### config.mk
export PLATFORM = sky130hd
export DESIGN_NAME = typing_session_timer_flat
export DESIGN_NICKNAME = d
export VERILOG_FILES = /design/src/rtl/typing_session_timer_pkg.sv /design/src/rtl/typing_session_timer_if.sv /design/src/rtl/typing_session_timer_tick_prescaler.sv /design/src/rtl/typing_session_timer.sv /design/src/flat_wrapper.sv
export SDC_FILE = /design/constraint.sdc
export NUM_CORES = 1
export LEC_CHECK = 0
export ABC_CLOCK_PERIOD_IN_PS = 5750
export CORE_AREA = 5 5 97 99
export CTS_BUF_LIST = sky130_fd_sc_hd__clkbuf_8
export CTS_CLUSTER_DIAMETER = 150
export DETAILED_ROUTE_END_ITERATION = 12
export DIE_AREA = 0 0 102 104
export PLACE_DENSITY = 0.46
export SYNTH_ARGS = -nofsm -noshare
export SYNTH_HDL_FRONTEND = slang
export SYNTH_SLANG_ARGS = --single-unit
### constraint.sdc
create_clock -name clk -period 5.75 [get_ports clk]
set_input_delay 1.15 -clock clk [delete_from_list [all_inputs] [get_ports clk]]
set_output_delay 1.15 -clock clk [all_outputs]
set_load 0.01 [all_outputs]
### src/rtl/typing_session_timer_pkg.sv
// Shared definitions for the typing session timer.
// Contents:
//   SYS_CLK_HZ    - system clock rate, the default counted-second length
//   TIME_W        - width of the seconds fields
//   timer_state_t - session FSM state encoding (3 bits)
package typing_pkg;

  localparam int SYS_CLK_HZ = 100_000_000;
  localparam int TIME_W     = 8;

  typedef enum logic [2:0] {
    ST_IDLE    = 3'd0,
    ST_ARMED   = 3'd1,
    ST_RUNNING = 3'd2,
    ST_PAUSED  = 3'd3,
    ST_DONE    = 3'd4
  } timer_state_t;

endpackage

### src/rtl/typing_session_timer_if.sv
// Session-control bundle between the keyboard/score logic and the timer.
// Optional feature macro: TIMER_PAUSE_EN (adds the pause strobe).
// Signals:
//   limit_sec, arm, key_strobe, abort, [pause] - requests into the timer
//   remaining, elapsed, running, finished, done, state - timer status
// Modports:
//   master - the requester (drives requests, observes status)
//   slave  - the timer
interface typing_session_timer_if #(
  parameter int TIME_W = typing_pkg::TIME_W
);

  logic [TIME_W-1:0] limit_sec;
  logic              arm;
  logic              key_strobe;
  logic              abort;
`ifdef TIMER_PAUSE_EN
  logic              pause;
`endif
  logic [TIME_W-1:0] remaining;
  logic [TIME_W-1:0] elapsed;
  logic              running;
  logic              finished;
  logic              done;
  logic [2:0]        state;

  modport master (
    output limit_sec, arm, key_strobe, abort,
`ifdef TIMER_PAUSE_EN
    output pause,
`endif
    input  remaining, elapsed, running, finished, done, state
  );

  modport slave (
    input  limit_sec, arm, key_strobe, abort,
`ifdef TIMER_PAUSE_EN
    input  pause,
`endif
    output remaining, elapsed, running, finished, done, state
  );

endinterface

### src/rtl/typing_session_timer_tick_prescaler.sv
// Restartable modulo-DIV counter producing a one-cycle tick.
// Ports:
//   clk, rst (sync, active-high)
//   clear  - restart the count at 0 (wins over enable)
//   enable - advance the count; while low the count is frozen
//   tick   - high in the enabled cycle where the count sits at DIV-1
// Parameter: DIV - cycles per tick.
module tick_prescaler #(
  parameter int DIV = 4
) (
  input  logic clk,
  input  logic rst,
  input  logic clear,
  input  logic enable,
  output logic tick
);

  localparam int                CNT_W = (DIV > 1) ? $clog2(DIV) : 1;
  localparam logic [CNT_W-1:0]  LAST  = CNT_W'(DIV - 1);

  logic [CNT_W-1:0] r_cnt;

  assign tick = enable && (r_cnt == LAST);

  always_ff @(posedge clk) begin
    if (rst || clear) begin
      r_cnt <= '0;
    end else if (tick) begin
      r_cnt <= '0;
    end else if (enable) begin
      r_cnt <= r_cnt + CNT_W'(1);
    end
  end

endmodule

### src/rtl/typing_session_timer.sv
// Typing-test session controller: arm, wait for first key, count down the
// time limit in whole seconds, finish.
// Optional feature macro: TIMER_PAUSE_EN (pause/resume with the partial
// second preserved).
// Ports:
//   clk, rst (sync, active-high)
//   bus - typing_session_timer_if.slave (requests in, remaining/elapsed/
//         running/finished/done/state out)
// Parameters: TICK_DIV - clk cycles per counted second; TIME_W - seconds width.
//
// state   | meaning
// IDLE    | no session, counters cleared
// ARMED   | limit loaded, waiting for the first keystroke
// RUNNING | prescaler enabled, counting seconds
// PAUSED  | prescaler frozen mid-second (pause build only)
// DONE    | limit reached, remaining=0, elapsed=limit
module typing_session_timer #(
  parameter int TICK_DIV = typing_pkg::SYS_CLK_HZ,
  parameter int TIME_W   = typing_pkg::TIME_W
) (
  input logic                   clk,
  input logic                   rst,
  typing_session_timer_if.slave bus
);

  import typing_pkg::*;

  timer_state_t      r_state;
  logic [TIME_W-1:0] r_remaining;
  logic [TIME_W-1:0] r_elapsed;
  logic              r_running;
  logic              r_finished;
  logic              r_done;

  logic w_tick;
  logic w_clear;
  logic w_enable;
  logic w_pause;

`ifdef TIMER_PAUSE_EN
  assign w_pause = bus.pause;
`else
  assign w_pause = 1'b0;
`endif

  // The first second starts the cycle running rises, so the count is
  // restarted on the ARMED->RUNNING edge; abort also discards any partial second.
  assign w_enable = (r_state == ST_RUNNING);
  assign w_clear  = bus.abort || ((r_state == ST_ARMED) && bus.key_strobe);

  tick_prescaler #(
    .DIV (TICK_DIV)
  ) u_prescaler (
    .clk    (clk),
    .rst    (rst),
    .clear  (w_clear),
    .enable (w_enable),
    .tick   (w_tick)
  );

  always_ff @(posedge clk) begin
    if (rst) begin
      r_state     <= ST_IDLE;
      r_remaining <= '0;
      r_elapsed   <= '0;
      r_running   <= 1'b0;
      r_finished  <= 1'b0;
      r_done      <= 1'b0;
    end else begin
      r_done <= 1'b0;
      if (bus.abort) begin
        r_state     <= ST_IDLE;
        r_remaining <= '0;
        r_elapsed   <= '0;
        r_running   <= 1'b0;
        r_finished  <= 1'b0;
      end else begin
        case (r_state)
          ST_IDLE, ST_DONE: begin
            if (bus.arm && (bus.limit_sec != '0)) begin
              r_state     <= ST_ARMED;
              r_remaining <= bus.limit_sec;
              r_elapsed   <= '0;
              r_finished  <= 1'b0;
            end
          end
          ST_ARMED: begin
            if (bus.key_strobe) begin
              r_state   <= ST_RUNNING;
              r_running <= 1'b1;
            end
          end
          ST_RUNNING: begin
            // A tick coinciding with pause is applied before pausing; the
            // final tick goes to DONE and the pause is dropped.
            if (w_tick) begin
              r_remaining <= r_remaining - TIME_W'(1);
              r_elapsed   <= r_elapsed + TIME_W'(1);
              if (r_remaining == TIME_W'(1)) begin
                r_state    <= ST_DONE;
                r_running  <= 1'b0;
                r_finished <= 1'b1;
                r_done     <= 1'b1;
              end else if (w_pause) begin
                r_state   <= ST_PAUSED;
                r_running <= 1'b0;
              end
            end else if (w_pause) begin
              r_state   <= ST_PAUSED;
              r_running <= 1'b0;
            end
          end
          ST_PAUSED: begin
            if (w_pause) begin
              r_state   <= ST_RUNNING;
              r_running <= 1'b1;
            end
          end
          default: begin
            r_state   <= ST_IDLE;
            r_running <= 1'b0;
          end
        endcase
      end
    end
  end

  assign bus.remaining = r_remaining;
  assign bus.elapsed   = r_elapsed;
  assign bus.running   = r_running;
  assign bus.finished  = r_finished;
  assign bus.done      = r_done;
  assign bus.state     = r_state;

endmodule
### src/flat_wrapper.sv
// flat-port wrapper written by rule: the top's interface ports become plain ports
module typing_session_timer_flat import typing_pkg::*;
#(
  parameter int TICK_DIV = typing_pkg::SYS_CLK_HZ,
  parameter int TIME_W   = typing_pkg::TIME_W
)
  (clk, rst, bus_limit_sec, bus_arm, bus_key_strobe, bus_abort, bus_remaining, bus_elapsed, bus_running, bus_finished, bus_done, bus_state);
  typing_session_timer_if #(.TIME_W(TIME_W)) bus_i ();
  input logic clk;
  input logic rst;
  input wire logic [$bits(bus_i.limit_sec)-1:0] bus_limit_sec;
  input wire logic [$bits(bus_i.arm)-1:0] bus_arm;
  input wire logic [$bits(bus_i.key_strobe)-1:0] bus_key_strobe;
  input wire logic [$bits(bus_i.abort)-1:0] bus_abort;
  output wire logic [$bits(bus_i.remaining)-1:0] bus_remaining;
  output wire logic [$bits(bus_i.elapsed)-1:0] bus_elapsed;
  output wire logic [$bits(bus_i.running)-1:0] bus_running;
  output wire logic [$bits(bus_i.finished)-1:0] bus_finished;
  output wire logic [$bits(bus_i.done)-1:0] bus_done;
  output wire logic [$bits(bus_i.state)-1:0] bus_state;
  assign bus_i.limit_sec = bus_limit_sec;
  assign bus_i.arm = bus_arm;
  assign bus_i.key_strobe = bus_key_strobe;
  assign bus_i.abort = bus_abort;
  assign bus_remaining = bus_i.remaining;
  assign bus_elapsed = bus_i.elapsed;
  assign bus_running = bus_i.running;
  assign bus_finished = bus_i.finished;
  assign bus_done = bus_i.done;
  assign bus_state = bus_i.state;
  typing_session_timer #(.TICK_DIV(TICK_DIV), .TIME_W(TIME_W)) u_core (.clk(clk), .rst(rst), .bus(bus_i));
endmodule
==> impl_metrics.toml, run 1 <==
[status]
status = "finished, final reports clean"

[floorplan]
io_pins = 35
dieArea_um2 = 10610
fp.dieH_um = 104
fp.dieW_um = 102
fp-row-count = 34
initial_core_util = 0.2918
core_um2 = 8466

[power_and_ir_drop]
p_per_area_nw_per_um2 = 199.2
power_frac_clock = 0.339
p_leak_uw = 0.0009063
power_switching_uw = 150.0
swShare = 0.2513
p_seq_frac = 0.579
p_comb_frac = 0.082
intPower_uw = 446.8
peakVddDrop_mv = 0.07553
total_power_uw = 596.8

[detailed_routing]
drcViolationCount = 0
dr.pass1.iters = 4
ant_nets = 0
vias = 2262
drt-initial-drc-count = 93
wl_per_cell_um = 14.65
drt-total-wl_mm = 6.389
routed_via_density = 5.188

[yosys]
synth_area_um2 = 2470
async_flop_share = 0
synthCells = 294
synth_cell_types = 47
ys_ff_latch = 49
seq_area_frac_synth = 0.3972
syn_avg_cell_area_um2 = 8.401
synth_edf_count = 0
synth_warnings = 0
synthFlopType = "dfxtp_1"
synth_nets = 311

[timing]
fin_crit_ns = 3.189
relSlewSlack = 0.4705
rsz0062_at_grt = "false"
fin_worst_skew_ns = 0.003223
hold_viol_final = 0
max_freq_mhz = 313.5
fin_hold_ws_ns = 0.4767
slew_viol_final = 0
tightest_slew_ns = 0.7883
period_share = 0.5547
setup_viol = 0
finalSetupTns_ns = 0

[grt]
grt_pass1_wl_mm = 10.67
antenna_found_initial = 0
grt_use_total = 0.1222
overflow = 0
grt_max_degree = 24
grt_pass1_vias = 2210

[job]
maxCapViolCount = 0

[cells_and_area]
fin_nets = 344
instances_no_fill = 436
layout-drive-gt1-share = 0.04878
final.fill_count = 896
area_growth_pct = 21.33
final_core_util = 0.3540
final-seq-area_um2 = 980.9
multi_input_area_um2 = 1420
antenna_cells = 0

[place]
place_inst = 428
io_buffer_count = 34
gp_congestion = 0.7798
place_hpwl_mm = 4.551

[min_path]
hold_path.class = "flip-flop to flip-flop"

[clock_tree]
clkLatencyLatePin_ns = 0.30
cts_root_buf = "clkbuf_8"
cts.sinks = 49
clk_pin_slew_ns = 0.09
cts_resized = 0
clockBufferDepth = 2
cts_tree = "yes"
cts_setup_buffers = 0
cts_inserted_buffers = 5
cts_hold_buf = 0
htree_levels = 2

[setup_path]
arrival_ns = 3.43
path_cells = "clkdlybuf4s50_1 > nor3b_2 > a21bo_2 > o21a_1 > or4_1 > a21oi_1"
critPathCaptureType = "flip-flop"
crit_slowest_cell = "or4_1"
cp.required_ns = 5.99
crit_type = "input port to flip-flop"
max_stage_delay_ns = 0.59
cp-start-kind = "input port"
path_max_fanout = 23
-- placed cells by master, fill, tap and decap left out, types with 2 or more instances in the layout --
cell / count
clkbuf_8: 5
nand3_1: 15
o21ai_1: 2
nor3_1: 14
and4_1: 4
xnor2_1: 18
nor3b_1: 2
nand2b_1: 2
nor4b_1: 4
a211oi_1: 2
xor2_1: 6
or3_1: 5
o211ai_1: 2
nand4_1: 8
dfxtp_1: 49
o21ai_0: 7
o31ai_1: 3
ha_1: 4
nand2_1: 22
nand3b_1: 3
a31oi_1: 2
nor4_1: 8
or4_1: 6
and3_1: 5
clkdlybuf4s50_1: 34
mux2i_1: 5
or4b_2: 2
nor2_1: 37
and2_1: 2
o21a_1: 5
a21oi_1: 18
inv_1: 9
clkinv_2: 2
-- power by group through the flow --
stage / Sequential [µW] / Combinational, µW / Clock [µW]
5_1_grt: 346 / 54.5 / 223
3_5_place_dp: 353 / 49.7 / 0
3_3_place_gp: 354 / 49.2 / 0
6_report: 346 / 48.9 / 202
2_1_floorplan: 354 / 26.3 / 0
4_1_cts: 345 / 49.8 / 211
-- per-stage QoR --
step / setup slack [ns] / cell area, µm²
3_3_place_gp: 2.324 / 2914
3_5_place_dp: 2.221 / 2914
2_1_floorplan: 3.256 / 2470
4_1_cts: 2.556 / 2997
6_report: 2.561 / 2997
5_1_grt: 2.374 / 2997
-- final timing paths --
check                               from                          end  slack (ns)  depth (start not counted)
max                              bus_arm        u_core.bus.elapsed[6]        2.56                          6
min          u_core.u_prescaler.r_cnt[1]  u_core.u_prescaler.r_cnt[1]        0.48                          2
max reg2reg          u_core.bus.state[1]        u_core.bus.elapsed[6]        2.98                          5
min reg2reg  u_core.u_prescaler.r_cnt[1]  u_core.u_prescaler.r_cnt[1]        0.48                          2
-- routing by layer --
metal	wire length, µm	track usage
met4	67	0.03843
met5	0	0
met1	3228	0.1673
met2	2859	0.1871
met3	234	0.03018
-- state kept, by name, summed over array words and instances, names as in the netlist --
signal / flops
u_core.u_prescaler.r_cnt: 27
u_core.bus.elapsed: 8
u_core.bus.remaining: 8
u_core.bus.state: 3
u_core.bus.done: 1
u_core.bus.finished: 1
u_core.bus.running: 1
-- cell type report --
class                   count  area share
clock inverters             3    0.004593
well taps                 108     0.04509
inverters                   8     0.01002
clock buffers               5     0.02296
multi-input cells         228      0.4739
flip-flops and latches     49      0.3273
repair buffers             35      0.1161
-- cells in the mapped netlist (all sizes together), types with 2 or more instances --
cell type / n / area share
nor3: 14 / 0.028
or3: 5 / 0.013
ha: 4 / 0.020
nor4b: 4 / 0.014
and3: 5 / 0.013
and4: 4 / 0.014
nand3: 15 / 0.030
and2: 2 / 0.0051
a211oi: 2 / 0.0061
nand2: 22 / 0.033
nor2: 37 / 0.056
nand4: 8 / 0.020
nor3b: 4 / 0.019
a31oi: 2 / 0.0051
buf: 4 / 0.0081
o21ai: 9 / 0.018
dfxtp: 49 / 0.40
nand3b: 3 / 0.0091
o31ai: 3 / 0.0091
a21oi: 18 / 0.036
xnor2: 18 / 0.064
or4b: 2 / 0.0081
o211ai: 2 / 0.0061
clkbuf: 5 / 0.0076
inv: 8 / 0.012
or4: 6 / 0.018
mux2i: 5 / 0.020
nand2b: 2 / 0.0051
o21a: 5 / 0.015
xor2: 6 / 0.021
nor4: 8 / 0.020
-- cells by family (layout without fill, tap and decap cells) --
family	count (synthesis)	in the layout	synth area share
XOR/XNOR	24	24	0.08511
flip-flops	49	49	0.3972
AO/OA/AOI/OAI	49	49	0.1261
AND/OR/NAND/NOR	146	146	0.3232
multiplexers	5	5	0.02026
buffers and inverters	17	51	0.02786
adder cells (fa/ha/maj)	4	4	0.02026
-- worst max-delay path, delay by kind of cell --
family,cells,cell delay [ns]
and+or+nand+nor,2,0.92
buffers and inverters,1,0.50
AOI/OAI and AO/OA,3,0.85
(Power assumes the default switching activity.)
==> run 2: changes to the inputs <==
- ABC_CLOCK_PERIOD_IN_PS: 5750 -> 2800
- PLACE_DENSITY: 0.46 -> 0.48
- clock period: 5.75 -> 2.8 ns (I/O delays scaled with it)
==> run 2 against run 1 <==
  * Die area is the same
  * Clock power grew to 2.7 times the previous value
  * Clock skew grew 0.0014 ns
  * Utilization grew 1.3 points
  * Critical path depth grew 1
  * Sequential share of layout area shrank 1.2 points
  * Worst setup slack lost 2.1 ns
  * Power grew 130%
  * Cell count grew 2.3%
  * Largest cell class unchanged
  * Largest power group unchanged
==> impl_metrics.toml, run 2 (synthesized netlist as in run 1, its figures left out) <==
[status]
status = "finished, final reports clean"

[floorplan]
initial_core_util = 0.2918
core_um2 = 8466
dieArea_um2 = 10610
fp-row-count = 34
fp.dieW_um = 102
io_pins = 35
fp.dieH_um = 104

[grt]
overflow = 0
use_met2 = 0.1862
grt_pass1_vias = 2192
use_met3 = 0.03689
grt_max_degree = 25
grt_use_total = 0.1214
busiest_layer = "met2"
antenna_found_initial = 0
use_met1 = 0.1688
grt_pass1_wl_mm = 10.67

[detailed_routing]
vias = 2237
routed_via_density = 5.016
drt-initial-drc-count = 109
ant_nets = 0
dr.pass1.iters = 4
drt-total-wl_mm = 6.321
drcViolationCount = 0
wl_per_cell_um = 14.17

[timing]
hold_viol_final = 0
max_freq_mhz = 423.7
finalSetupTns_ns = 0
period_share = 0.8430
slew_viol_final = 0
relSlewSlack = 0.5864
tightest_slew_ns = 0.6181
fin_crit_ns = 2.360
fin_worst_skew_ns = 0.004609
rsz0062_at_grt = "false"
setup_viol = 0

[clock_tree]
cts_tree = "yes"
htree_levels = 2
cts_inserted_buffers = 5
clkLatencyLatePin_ns = 0.30
clk_pin_slew_ns = 0.09
clockBufferDepth = 2
cts_hold_buf = 0
cts.sinks = 49
cts_setup_buffers = 0
cts_resized = 0
cts_root_buf = "clkbuf_8"

[setup_path]
critPathCaptureType = "flip-flop"
cp-start-kind = "input port"
path_max_fanout = 16
crit_slowest_cell = "nor4_1"
arrival_ns = 2.58
critPathBufInv = 2
cp_top_family = "compound AO/OA/AOI/OAI gates"
cp.required_ns = 3.02
crit_top_cell = "a211oi_1"
crit_type = "input port to flip-flop"
max_stage_delay_ns = 0.44
path_cells = "clkdlybuf4s50_1 > nor4_1 > a21bo_2 > o21a_1 > buf_4 > a211oi_1 > a211oi_1"

[cells_and_area]
final_cell_mix = "dfxtp_1 (49), nor2_1 (37), clkdlybuf4s50_1 (34), nand2_1 (22)"
final_common_cell = "dfxtp_1"
layout-drive-gt1-share = 0.07988
fin_nets = 354
area_growth_pct = 25.89
final_core_util = 0.3673
largest_reg_flops = 27
antenna_cells = 0
regMostFlops = "u_core.u_prescaler.r_cnt"
final_area_um2 = 3109

[job]
maxCapViolCount = 0

[power_and_ir_drop]
peakVddDrop_mv = 0.2404
p_leak_uw = 0.0009643
p_per_area_nw_per_um2 = 436.4

[place]
io_buffer_count = 34
place_hpwl_mm = 4.507
placed_area_um2 = 2989
gp_congestion = 0.7902

[min_path]
hold_path.class = "flip-flop to flip-flop"
## run 2: cell count changes in the layout (fill, tap and decap cells not counted), sizes merged
| cell | before | now |
|---|---|---|
| inv | 9 | 8 |
| clkinv | 2 | 0 |
| clkinvlp | 0 | 1 |
| bufinv | 0 | 1 |
| buf | 1 | 11 |
| clkbuf | 5 | 6 |
## run 2: final timing paths
check / start / endpoint / slack (ns) / cells past startpoint
hold / removal: u_core.u_prescaler.r_cnt[1] / u_core.u_prescaler.r_cnt[1] / 0.48 / 2
hold reg to reg: u_core.u_prescaler.r_cnt[1] / u_core.u_prescaler.r_cnt[1] / 0.48 / 2
setup / recovery: bus_limit_sec[5] / u_core.bus.remaining[1] / 0.44 / 7
setup reg to reg: u_core.u_prescaler.r_cnt[18] / u_core.bus.elapsed[6] / 0.56 / 5
## run 2: power by group
group / total [µW] / switching, µW / internal (µW)
logic: 109 / 56.1 / 52.6
registers: 709 / 7.82 / 702
clock network: 539 / 248 / 291
## run 2: worst min-delay path: cells and delay by family (launching register included)
| family | cells | cell delay, ns |
|---|---|---|
| compound gates | 1 | 0.05 |
| flops | 1 | 0.33 |
| simple gates | 1 | 0.06 |
## run 2: through the flow
step           setup WS (ns)  total power, µW  hold WS, ns  std cells
2_1_floorplan         0.8960            780.4       0.4488        294
3_3_place_gp          0.1900            836.3       0.4592        438
3_5_place_dp          0.1111            835.2       0.4680        438
4_1_cts               0.4110             1377       0.4820        446
5_1_grt               0.2196             1413       0.5270        446
6_report              0.4396             1357       0.4814        446
## run 2: routing by layer
layer	part of all wire	vias up
met4	0.0070	0
li1	-	1149
met1	0.49	1041
met3	0.050	5
met5	0	-
met2	0.45	42
## run 2: final cells by class
cell class              instances  area, µm²
fillers                       874       5356
multi-input cells             228       1420
flip-flops and latches         49      980.9
clock buffers                   6      82.58
well taps                     108      135.1
inverters                       8      30.03
repair buffers                 45      422.9
clock inverters                 2      37.54
